--- src/rtl/cpu_run_controller.sv ---
// Host-side sequencer for the pipelined CPU: clears data memory, streams in a program,
// runs the core for a programmed cycle budget, then serves data-memory readback.
module cpu_run_controller #(
   parameter int IMEM_WORDS = 512,
   parameter int DMEM_WORDS = 1024,
   parameter int CNT_W      = 16
) (
   input  logic             clk,
   input  logic             arst_n,
   input  logic             start,
   input  logic [CNT_W-1:0] run_cycles,
   input  logic             ld_valid,
   output logic             ld_ready,
   input  logic [31:0]      ld_data,
   input  logic             ld_last,
   input  logic             rd_req,
   input  logic [9:0]       rd_addr,
   output logic             rd_valid,
   output logic [31:0]      rd_data,
   output logic             cpu_enable,
   output logic             cpu_rst_n,
   output logic [31:0]      imem_addr,
   output logic             imem_wen,
   output logic [31:0]      imem_wdata,
   output logic [31:0]      dmem_addr,
   output logic             dmem_wen,
   output logic             dmem_ren,
   output logic [31:0]      dmem_wdata,
   input  logic [31:0]      dmem_rdata,
   output logic             busy,
   output logic             done,
   output logic             trunc,
   output logic [CNT_W-1:0] cycles_run
);

   localparam int IDX_IW = $clog2(IMEM_WORDS);
   localparam int IDX_DW = $clog2(DMEM_WORDS);
   localparam logic [IDX_IW-1:0] LOAD_LAST  = IDX_IW'(IMEM_WORDS - 1);
   localparam logic [IDX_DW-1:0] CLEAR_LAST = IDX_DW'(DMEM_WORDS - 1);

   typedef enum logic [2:0] {IDLE, CLEAR, LOAD, RUN, DONE} state_t;

   state_t            state, state_next;
   logic [IDX_DW-1:0] clear_idx;
   logic [IDX_IW-1:0] load_idx;
   logic [CNT_W-1:0]  budget;
   logic [CNT_W-1:0]  cnt_next;
   logic              start_ok;
   logic              ld_fire;
   logic              load_exit;

   assign start_ok   = start && (state == IDLE || state == DONE);
   assign ld_fire    = ld_valid && (state == LOAD);
   assign load_exit  = ld_fire && (ld_last || load_idx == LOAD_LAST);
   assign cnt_next   = (cycles_run == {CNT_W{1'b1}}) ? cycles_run : cycles_run + 1'b1;
   assign dmem_wdata = '0;

   always_ff @(posedge clk or negedge arst_n) begin
      if (!arst_n) state <= IDLE;
      else         state <= state_next;
   end

   always_comb begin
      state_next = state;
      unique case (state)
         IDLE:    if (start_ok) state_next = CLEAR;
         CLEAR:   if (clear_idx == CLEAR_LAST) state_next = LOAD;
         LOAD:    if (load_exit) state_next = (budget == '0) ? DONE : RUN;
         RUN:     if (cpu_enable && cnt_next == budget) state_next = DONE;
         DONE:    if (start_ok) state_next = CLEAR;
         default: state_next = IDLE;
      endcase
   end

   always_comb begin
      busy     = (state == CLEAR) || (state == LOAD) || (state == RUN);
      done     = (state == DONE);
      ld_ready = (state == LOAD);
      rd_data  = rd_valid ? dmem_rdata : '0;
   end

   // Memory ports and CPU controls are registered, so each lags its deciding state by one cycle.
   always_ff @(posedge clk or negedge arst_n) begin
      if (!arst_n) begin
         clear_idx  <= '0;
         load_idx   <= '0;
         budget     <= '0;
         cycles_run <= '0;
         trunc      <= 1'b0;
         cpu_enable <= 1'b0;
         cpu_rst_n  <= 1'b0;
         imem_addr  <= '0;
         imem_wen   <= 1'b0;
         imem_wdata <= '0;
         dmem_addr  <= '0;
         dmem_wen   <= 1'b0;
         dmem_ren   <= 1'b0;
         rd_valid   <= 1'b0;
      end else begin
         dmem_wen <= 1'b0;
         dmem_ren <= 1'b0;
         imem_wen <= 1'b0;
         rd_valid <= dmem_ren;
         if (start_ok) begin
            budget     <= run_cycles;
            trunc      <= 1'b0;
            cycles_run <= '0;
            clear_idx  <= '0;
            load_idx   <= '0;
            cpu_rst_n  <= 1'b0;
            cpu_enable <= 1'b0;
         end
         case (state)
            CLEAR: begin
               dmem_wen  <= 1'b1;
               dmem_addr <= 32'({clear_idx, 2'b00});
               clear_idx <= clear_idx + 1'b1;
            end
            LOAD: begin
               if (ld_fire) begin
                  imem_wen   <= 1'b1;
                  imem_addr  <= 32'({load_idx, 2'b00});
                  imem_wdata <= ld_data;
                  load_idx   <= load_idx + 1'b1;
                  if (load_exit) begin
                     trunc     <= (load_idx == LOAD_LAST) && !ld_last;
                     cpu_rst_n <= 1'b1;
                  end
               end
            end
            RUN: begin
               // First RUN cycle only releases CPU reset; enable follows one cycle later.
               if (!cpu_enable) begin
                  cpu_enable <= 1'b1;
               end else begin
                  cycles_run <= cnt_next;
                  if (cnt_next == budget) cpu_enable <= 1'b0;
               end
            end
            DONE: begin
               if (rd_req && !start) begin
                  dmem_ren  <= 1'b1;
                  dmem_addr <= 32'({rd_addr, 2'b00});
               end
            end
            default: ;
         endcase
      end
   end

endmodule

--- config.mk ---
export PLATFORM = sky130hd
export DESIGN_NAME = cpu_run_controller
export DESIGN_NICKNAME = d
export VERILOG_FILES = /design/src/rtl/cpu_run_controller.sv
export SDC_FILE = /design/constraint.sdc
export NUM_CORES = 1
export LEC_CHECK = 0
export ABC_AREA = 1
export ABC_CLOCK_PERIOD_IN_PS = 4800
export BUFFER_PORTS_ARGS = -buffer_cell sky130_fd_sc_hd__buf_4
export CAP_MARGIN = 20
export CORE_ASPECT_RATIO = 1.4
export CORE_MARGIN = 3
export CORE_UTILIZATION = 50
export DETAILED_ROUTE_END_ITERATION = 16
export GPL_TIMING_DRIVEN = 0
export PLACE_DENSITY = 0.84
export SLEW_MARGIN = 15
export SYNTH_ARGS = -nofsm -noshare
export SYNTH_HDL_FRONTEND = slang
export SYNTH_SLANG_ARGS = --single-unit
--- constraint.sdc ---
create_clock -name clk -period 4.8 [get_ports clk]
set_input_delay 0.96 -clock clk [delete_from_list [all_inputs] [get_ports clk]]
set_output_delay 0.96 -clock clk [all_outputs]
set_load 0.01 [all_outputs]
After elaboration in Yosys (flattened, before gate mapping)
Cells that the tools add are included.
{"block": "totals", "reg_bits": 134, "latch_bits": 0, "ram_bits": 0, "romBits": 0, "in_bits": 96, "wordCells": 86, "mem_count": 0}
{"block": "op_classes", "add_sub_neg": 3, "mul": 0, "div_mod_pow": 0, "order_cmp": 0, "eq_ne": 13, "shifts": 0, "mux": 35, "n_bitwise": 0, "reduce_logical": 20}
{"operator": "$mux W16", "count": 4}
{"operator": "$mux W32", "count": 2}
{"operator": "$pmux W32 S2", "count": 1}
{"operator": "$mux W9", "count": 3}
{"operator": "$mux W10", "count": 2}
{"operator": "$mux W1", "count": 17}
{"operator": "$add A16 B1 Y16 const B", "count": 1}
{"operator": "$eq A16 B16 Y1", "count": 1}
{"operator": "$eq A16 B16 Y1 const B", "count": 1}
{"operator": "$logic_not A16 Y1", "count": 1}
{"operator": "$mux W3", "count": 5}
{"operator": "$pmux W3 S4", "count": 1}
{"operator": "$add A10 B1 Y10 const B", "count": 1}
{"operator": "$eq A10 B10 Y1 const B", "count": 1}
{"operator": "$add A9 B1 Y9 const B", "count": 1}
{"operator": "$eq A9 B9 Y1 const B", "count": 1}
{"operator": "$eq A3 B2 Y1 const B", "count": 2}
{"operator": "$logic_and A1 B1 Y1", "count": 6}
{"operator": "$ne A2 B1 Y1 const B", "count": 3}
{"operator": "$logic_or A1 B1 Y1", "count": 4}
{"operator": "$ne A2 B2 Y1 const B", "count": 2}
{"operator": "$reduce_and A2 Y1", "count": 2}
{"operator": "$reduce_and A4 Y1", "count": 1}
{"operator": "$reduce_bool A2 Y1", "count": 2}
{"operator": "5 further kinds", "count": 6}

Depth between registers and ports, before layout
Gate-level depths: netlist (run 1).
{"block": "depth", "ltp_word": 7, "ltp_mapped": 17, "ltp_nobuf": 17}

Worst setup path after synthesis (run 1)
No wires, ideal clock.
{"block": "synth_timing", "kind": "register to output", "startpoint": "register state[0]", "endpoint": "output port done", "t_arrival_ns": 1.125, "path_slack_ns": 2.715, "stages_incl_launch_ff": 5, "cell_sequence": "dfrtp_1 nor2_1 inv_1 nor2_1 clkbuf_1"}
{"block": "synth_between", "elab_chain_len": 1}
{"item": "start: declaration", "line_no": "43", "text": "state_t state, state_next;"}
{"item": "start signal: assignment", "line_no": "60", "text": "else state <= state_next;"}
{"item": "$eq A3 B3 Y1", "line_no": "77", "text": "done = (state == DONE);"}
{"item": "end: declaration", "line_no": "31", "text": "output logic done,"}
No other way between the ends.

Worst setup path in the final report (run 1)
Same ends and word-level chain as after synthesis.

==> results of run 1 <==
## area by class of cell
cell class	count	area, sq um	area share
clock buffers	11	243	0.0278
multi-input cells	620	2850	0.327
clock inverters	5	37.5	0.00431
flip-flops and latches	112	2800	0.322
well taps	150	188	0.0215
repair buffers	204	1540	0.176
plain buffers	102	688	0.0790
inverters	99	373	0.0428
## registers in the layout (all words and copies together), names as in the netlist
signal / cells
budget: 16
imem_wdata: 32
state: 3
imem_wen: 1
cycles_run: 16
imem_addr: 9
trunc: 1
rd_valid: 1
clear_idx: 10
dmem_ren: 1
load_idx: 9
cpu_enable: 1
dmem_addr: 10
dmem_wen: 1
cpu_rst_n: 1
## routing by layer
| metal | vias up | wire length, um | GRT usage |
|---|---|---|---|
| met5 | - | 0 | 0 |
| met4 | 0 | 595 | 0.103 |
| met3 | 38 | 1560 | 0.0558 |
| met2 | 278 | 9440 | 0.440 |
| met1 | 2827 | 6700 | 0.295 |
| li1 | 3121 | - | - |
## where the power goes
| group | internal, mW | switching (mW) | total [mW] |
|---|---|---|---|
| Clock | 0.370 | 0.356 | 0.726 |
| Sequential | 1.31 | 0.288 | 1.60 |
| Combinational | 0.851 | 1.16 | 2.01 |
## stage by stage
stage / hold slack, ns / area [sq um] / instances
3_5_place_dp: 0.393 / 8440 / 1287
2_1_floorplan: 0.416 / 6710 / 933
3_3_place_gp: 0.385 / 8430 / 1287
4_1_cts: 0.409 / 8720 / 1303
5_1_grt: 0.432 / 8720 / 1303
6_report: 0.419 / 8720 / 1303
## cell families (layout without fill, tap and decap cells)
kind of cell               Yosys count  in the layout  synth area share
xor gates and xnor gates             6              6           0.00818
buffers and inverters              201            421             0.165
other                                1             77          0.000583
muxes                                3              3           0.00487
DFF                                112            112             0.436
adders and majority gates            4              4           0.00779
AOI/OAI and AO/OA                   78             78            0.0711
and+or+nand+nor                    452            452             0.306
## synth_stat cells (6+ instances only)
cell      count
nand4_1      16
o21ai_0      36
a31oi_1      12
xor2_1        6
dfrtp_1     112
nand2_1     301
nand3_1      48
a21oi_1       7
o22ai_1       7
clkbuf_1     17
nor2_1       55
inv_1        92
buf_4        77
nand2_2       7
## worst max-delay path by stage
stage	endpoint	startpoint	slack, ns	cells past startpoint
2_1_floorplan	done	state[0]$_DFFE_PN0P_	2.72	4
3_3_place_gp	load_idx[0]$_DFF_PN0_	start	1.95	7
3_5_place_dp	load_idx[6]$_DFF_PN0_	start	1.95	7
4_1_cts	done	state[0]$_DFFE_PN0P_	1.92	5
5_1_grt	done	state[1]$_DFFE_PN0P_	1.71	5
6_report	done	state[0]$_DFFE_PN0P_	1.92	5
## worst max-delay path, delay by kind of cell, from the launching register on
family                 cells  cell delay (ns)
and+or+nand+nor            2             0.47
buffers and inverters      3             0.68
DFF                        1             0.42
==> results by group, run 1 <==
Outcome
  • Status: complete, no violations

Global routing
  • Vias in the first global route: 5907
  • Largest net degree at the start of global routing: 113
  • Grt total ovfl: 0
  • First-pass GRT wire length: 28500 um
  • Gr usage total: 0.252
  • Initial antenna violation count: 0

CTS
  • Clock Sinks: 112
  • CTS tree: yes
  • Clk Latency, worst-skew pair: 0.36 ns
  • Clk buf depth: 2
  • Clk pin slew, worst setup/hold paths: 0.08 ns
  • Post-CTS Setup Bufs: 0
  • Hold_buf cts: 0
  • CTS H-Tree Depth: 3
  • Inserted Clock Buffers: 9
  • Post-CTS resize count: 0
  • Clk root buf: clkbuf_16

Logic synthesis
  • Yosys cell types: 46
  • Top cells by area, synth: dfrtp_1, nand2_1, buf_4
  • Syn avg cell area: 7.50 sq um
  • Ys async rst share: 1.00
  • Mapped Area: 6430 sq um
  • Sequential share of the synthesized area: 0.436
  • Synthesized instance count: 857
  • Ys flop type: dfrtp_1
  • Top-area cell type share of the netlist area: 0.436
  • Ys Warns: 0
  • Synth area leader: dfrtp_1
  • Seq cells post-synth: 112
  • Number of synthesized flops with an enable pin: 0

STA
  • Slew HR: 0.333
  • Period minus WS final: 2.88 ns
  • Setup_tns: 0 ns
  • Slew Limit Fails: 0
  • Setup Skew: 0.0114 ns
  • Final WS setup: 1.92 ns
  • Period utilization: 0.600
  • RSZ-0062 raised after global routing: false
  • Fmax achieved: 347 MHz
  • Final hold viol count: 0
  • Final setup vio count: 0
  • Worst-Margin Slew: 1.00 ns

Route
  • Wire length per cell: 14.0 um
  • Remaining DRCs: 0
  • Detailed Route Iter0 Violations: 313
  • Initial DRT Pass Iterations: 5
  • Final WL: 18300 um
  • DR vias: 6264
  • Post-route antenna net violation count: 0
  • Vias per cell: 4.81

Critical path
  • Origin of the critical flop-to-flop path: state[0]$_DFFE_PN0P_
  • Crit-path slowest cell: dfrtp_1
  • Worst Reg-to-Reg Cells: 7
  • Largest stage delay, worst path: 0.42 ns
  • Worst path most repeated cell: nor2_1
  • Reg2reg end: load_idx[0]$_DFF_PN0_
  • CP Data Required Time: 3.84 ns
  • CP Launch Type: flop
  • R2r setup slk: 2.32 ns
  • Arr. time, crit path: 1.92 ns
  • Crit. End Element: output port
  • CP max FO: 10
  • CP cell instances: nor2_1 -> inv_1 -> nor2_1 -> clkbuf_1 -> buf_4
  • Crit Path Class: flop to output port

Hold path
  • Hold Crit Start: dmem_ren$_DFF_PN0_
  • Hold path depth: 0
  • Worst min path class: flop to flop
  • Min-Delay Endpoint: rd_valid$_DFF_PN0_

Cells and area
  • Commonest non-fill, non-tap cell in the layout: nand2_1
  • Most frequent cells in the layout: nand2_1, buf_4, dfrtp_1, inv_1, conb_1
  • Nets@finish: 1248
  • # diodes: 0
  • Area growth syn-to-layout: 35.6%
  • Filler cell count: 1021
  • Fin util: 0.701
  • Share of cells above drive strength 1: 0.289

Place
  • Pre-CTS WS: 1.95 ns
  • Detailed Place HPWL: 14200 um
  • Routability cong.: 0.956
  • IO Port Bufs: 204

Power and ir drop
  • Pwr/cell area: 497 nW/um^2
  • Power Total: 4.34 mW
  • Pleak: 5.00 nW
  • Max VDD drop: 0.313 mV

Floorplan
  • Die area: 14300 sq um
  • Initial core utilization: 0.517
  • Core box area: 12400 sq um
  • Top Ports: 282
  • Die Wd: 102 um
  • Core Rows: 48
  • Die span in y: 140 um

Run
  • Max Cap Violations: 0
No activity file was read; power rests on OpenSTA's default activity.
==> run 2, diff against run 1 <==
--- a/config.mk
+++ b/config.mk
@@ -6,15 +6,15 @@
 export NUM_CORES = 1
 export LEC_CHECK = 0
 export ABC_AREA = 1
-export ABC_CLOCK_PERIOD_IN_PS = 4800
+export ABC_CLOCK_PERIOD_IN_PS = 2700
 export BUFFER_PORTS_ARGS = -buffer_cell sky130_fd_sc_hd__buf_4
 export CAP_MARGIN = 20
 export CORE_ASPECT_RATIO = 1.4
 export CORE_MARGIN = 3
-export CORE_UTILIZATION = 50
+export CORE_UTILIZATION = 48
 export DETAILED_ROUTE_END_ITERATION = 16
 export GPL_TIMING_DRIVEN = 0
-export PLACE_DENSITY = 0.84
+export PLACE_DENSITY = 0.81
 export SLEW_MARGIN = 15
 export SYNTH_ARGS = -nofsm -noshare
 export SYNTH_HDL_FRONTEND = slang
==> constraint.sdc (replaced) <==
create_clock -name clk -period 2.7 [get_ports clk]
set_input_delay 0.54 -clock clk [delete_from_list [all_inputs] [get_ports clk]]
set_output_delay 0.54 -clock clk [all_outputs]
set_load 0.01 [all_outputs]
==> results by group, run 2 (synthesized netlist as in run 1, its figures left out) <==
Route
  • Post-route antenna net violation count: 0
  • Final WL: 18000 um
  • Initial DRT Pass Iterations: 5
  • Detailed Route Iter0 Violations: 338
  • Wire length per cell: 13.5 um
  • DR vias: 6296
  • Remaining DRCs: 0
  • Vias per cell: 4.73

Floorplan
  • Core box area: 13000 sq um
  • Die span in y: 143 um
  • Die area: 14800 sq um
  • Initial core utilization: 0.495
  • Core Rows: 49
  • Die Wd: 104 um
  • Top Ports: 282

Cells and area
  • Most frequent cells in the layout: nand2_1, buf_4, dfrtp_1, inv_1, conb_1
  • Post-route cell area: 8810 sq um
  • Nets@finish: 1249
  • Biggest register: imem_wdata
  • Share of cells above drive strength 1: 0.292
  • Largest register FFs: 32
  • Biggest regs: imem_wdata (32), budget (16), cycles_run (16)
  • # diodes: 0
  • Area growth syn-to-layout: 37.1%
  • Final Non-Filler Cells: 1332
  • Commonest non-fill, non-tap cell in the layout: nand2_1

STA
  • Fmax achieved: 401 MHz
  • RSZ-0062 raised after global routing: false
  • Slew HR: 0.468
  • Period utilization: 0.924
  • Final hold viol count: 0
  • Setup_tns: 0 ns
  • Setup Skew: 0.00620 ns
  • Period minus WS final: 2.49 ns
  • Final setup vio count: 0
  • Worst-Margin Slew: 0.795 ns
  • Slew Limit Fails: 0

Run
  • Max Cap Violations: 0

CTS
  • Clock Sinks: 112
  • CTS tree: yes
  • Post-CTS resize count: 0
  • Clk pin slew, worst setup/hold paths: 0.08 ns
  • Hold_buf cts: 0
  • Inserted Clock Buffers: 9
  • Clk Latency, worst-skew pair: 0.35 ns
  • CTS H-Tree Depth: 3
  • Post-CTS Setup Bufs: 0
  • Clk buf depth: 2
  • Clk root buf: clkbuf_16

Place
  • Placed cells: 1315
  • IO Port Bufs: 204
  • Detailed Place HPWL: 14200 um
  • Placed cell areas: 8470 sq um
  • Routability cong.: 0.873

Global routing
  • Initial antenna violation count: 0
  • Grt total ovfl: 0
  • First-pass GRT wire length: 28600 um
  • Gr usage total: 0.236
  • Largest net degree at the start of global routing: 113
  • Vias in the first global route: 5950

Power and ir drop
  • Power Total: 7.82 mW
  • Max VDD drop: 0.509 mV
  • Pwr/cell area: 888 nW/um^2
  • Pleak: 5.03 nW

Critical path
  • CP Launch Type: flop
  • Crit Path Class: flop to flop
  • CP cell instances: nor2_1 -> inv_1 -> nor2_1 -> inv_1 -> clkbuf_1 -> nand3_1 -> o21ai_0
  • Largest stage delay, worst path: 0.61 ns
  • Number of buffers and inverters on the critical path: 3
  • CP max FO: 10
  • Crit. End Element: flop
  • Crit-path leading delay family: simple AND/OR/NAND/NOR gates
  • CP Data Required Time: 2.91 ns
  • Arr. time, crit path: 2.71 ns
  • Crit-path slowest cell: nor2_1

Hold path
  • Worst min path class: input pin to async pin

Outcome
  • Status: complete, no violations
==> run 2: path summary, 6_finish.rpt <==
kind	endpoint	cells after the start	start	slack, ns
worst max register to register	load_idx[0]$_DFF_PN0_	7	state[1]$_DFFE_PN0P_	0.21
worst min-delay path	imem_wdata[8]$_DFFE_PN0P_	1	arst_n	0.03
max in group asynchronous	cycles_run[0]$_DFF_PN0_	2	arst_n	1.94
min in group clk	imem_wdata[17]$_DFFE_PN0P_	3	ld_data[17]	0.38
worst min register to register	rd_valid$_DFF_PN0_	0	dmem_ren$_DFF_PN0_	0.39
worst max-delay path	load_idx[0]$_DFF_PN0_	7	state[1]$_DFFE_PN0P_	0.21
==> run 2: final cells by class <==
| cell class | instances | area [sq um] |
|---|---|---|
| Buffer | 102 | 688 |
| Clock buffer | 9 | 225 |
| Clock inverter | 7 | 83.8 |
| Fill cell | 1161 | 4190 |
| Inverter | 99 | 373 |
| Multi-Input combinational cell | 620 | 2850 |
| Sequential cell | 112 | 2800 |
| Tap cell | 178 | 223 |
| Timing Repair Buffer | 205 | 1560 |
==> run 2: metrics by stage <==
| step | utilization | setup slack (ns) | hold WS, ns |
|---|---|---|---|
| after floorplan | - | 0.659 | 0.244 |
| after global placement | 0.651 | 0.282 | 0.375 |
| after detailed placement | 0.652 | 0.237 | 0.376 |
| after CTS | 0.675 | 0.210 | 0.372 |
| after global routing | 0.678 | 0.0754 | 0.0385 |
| final | 0.678 | 0.205 | 0.0315 |
==> run 2: where the power goes <==
part	switching (mW)	internal, mW
Combinational	2.06	1.52
Sequential	0.503	2.32
Clock	0.676	0.743
==> run 2: metal layers <==
| layer | part of all wire | track usage |
|---|---|---|
| met3 | 0.080 | 0.0606 |
| met4 | 0.031 | 0.104 |
| met2 | 0.52 | 0.422 |
| met1 | 0.37 | 0.267 |
| met5 | 0 | 0 |
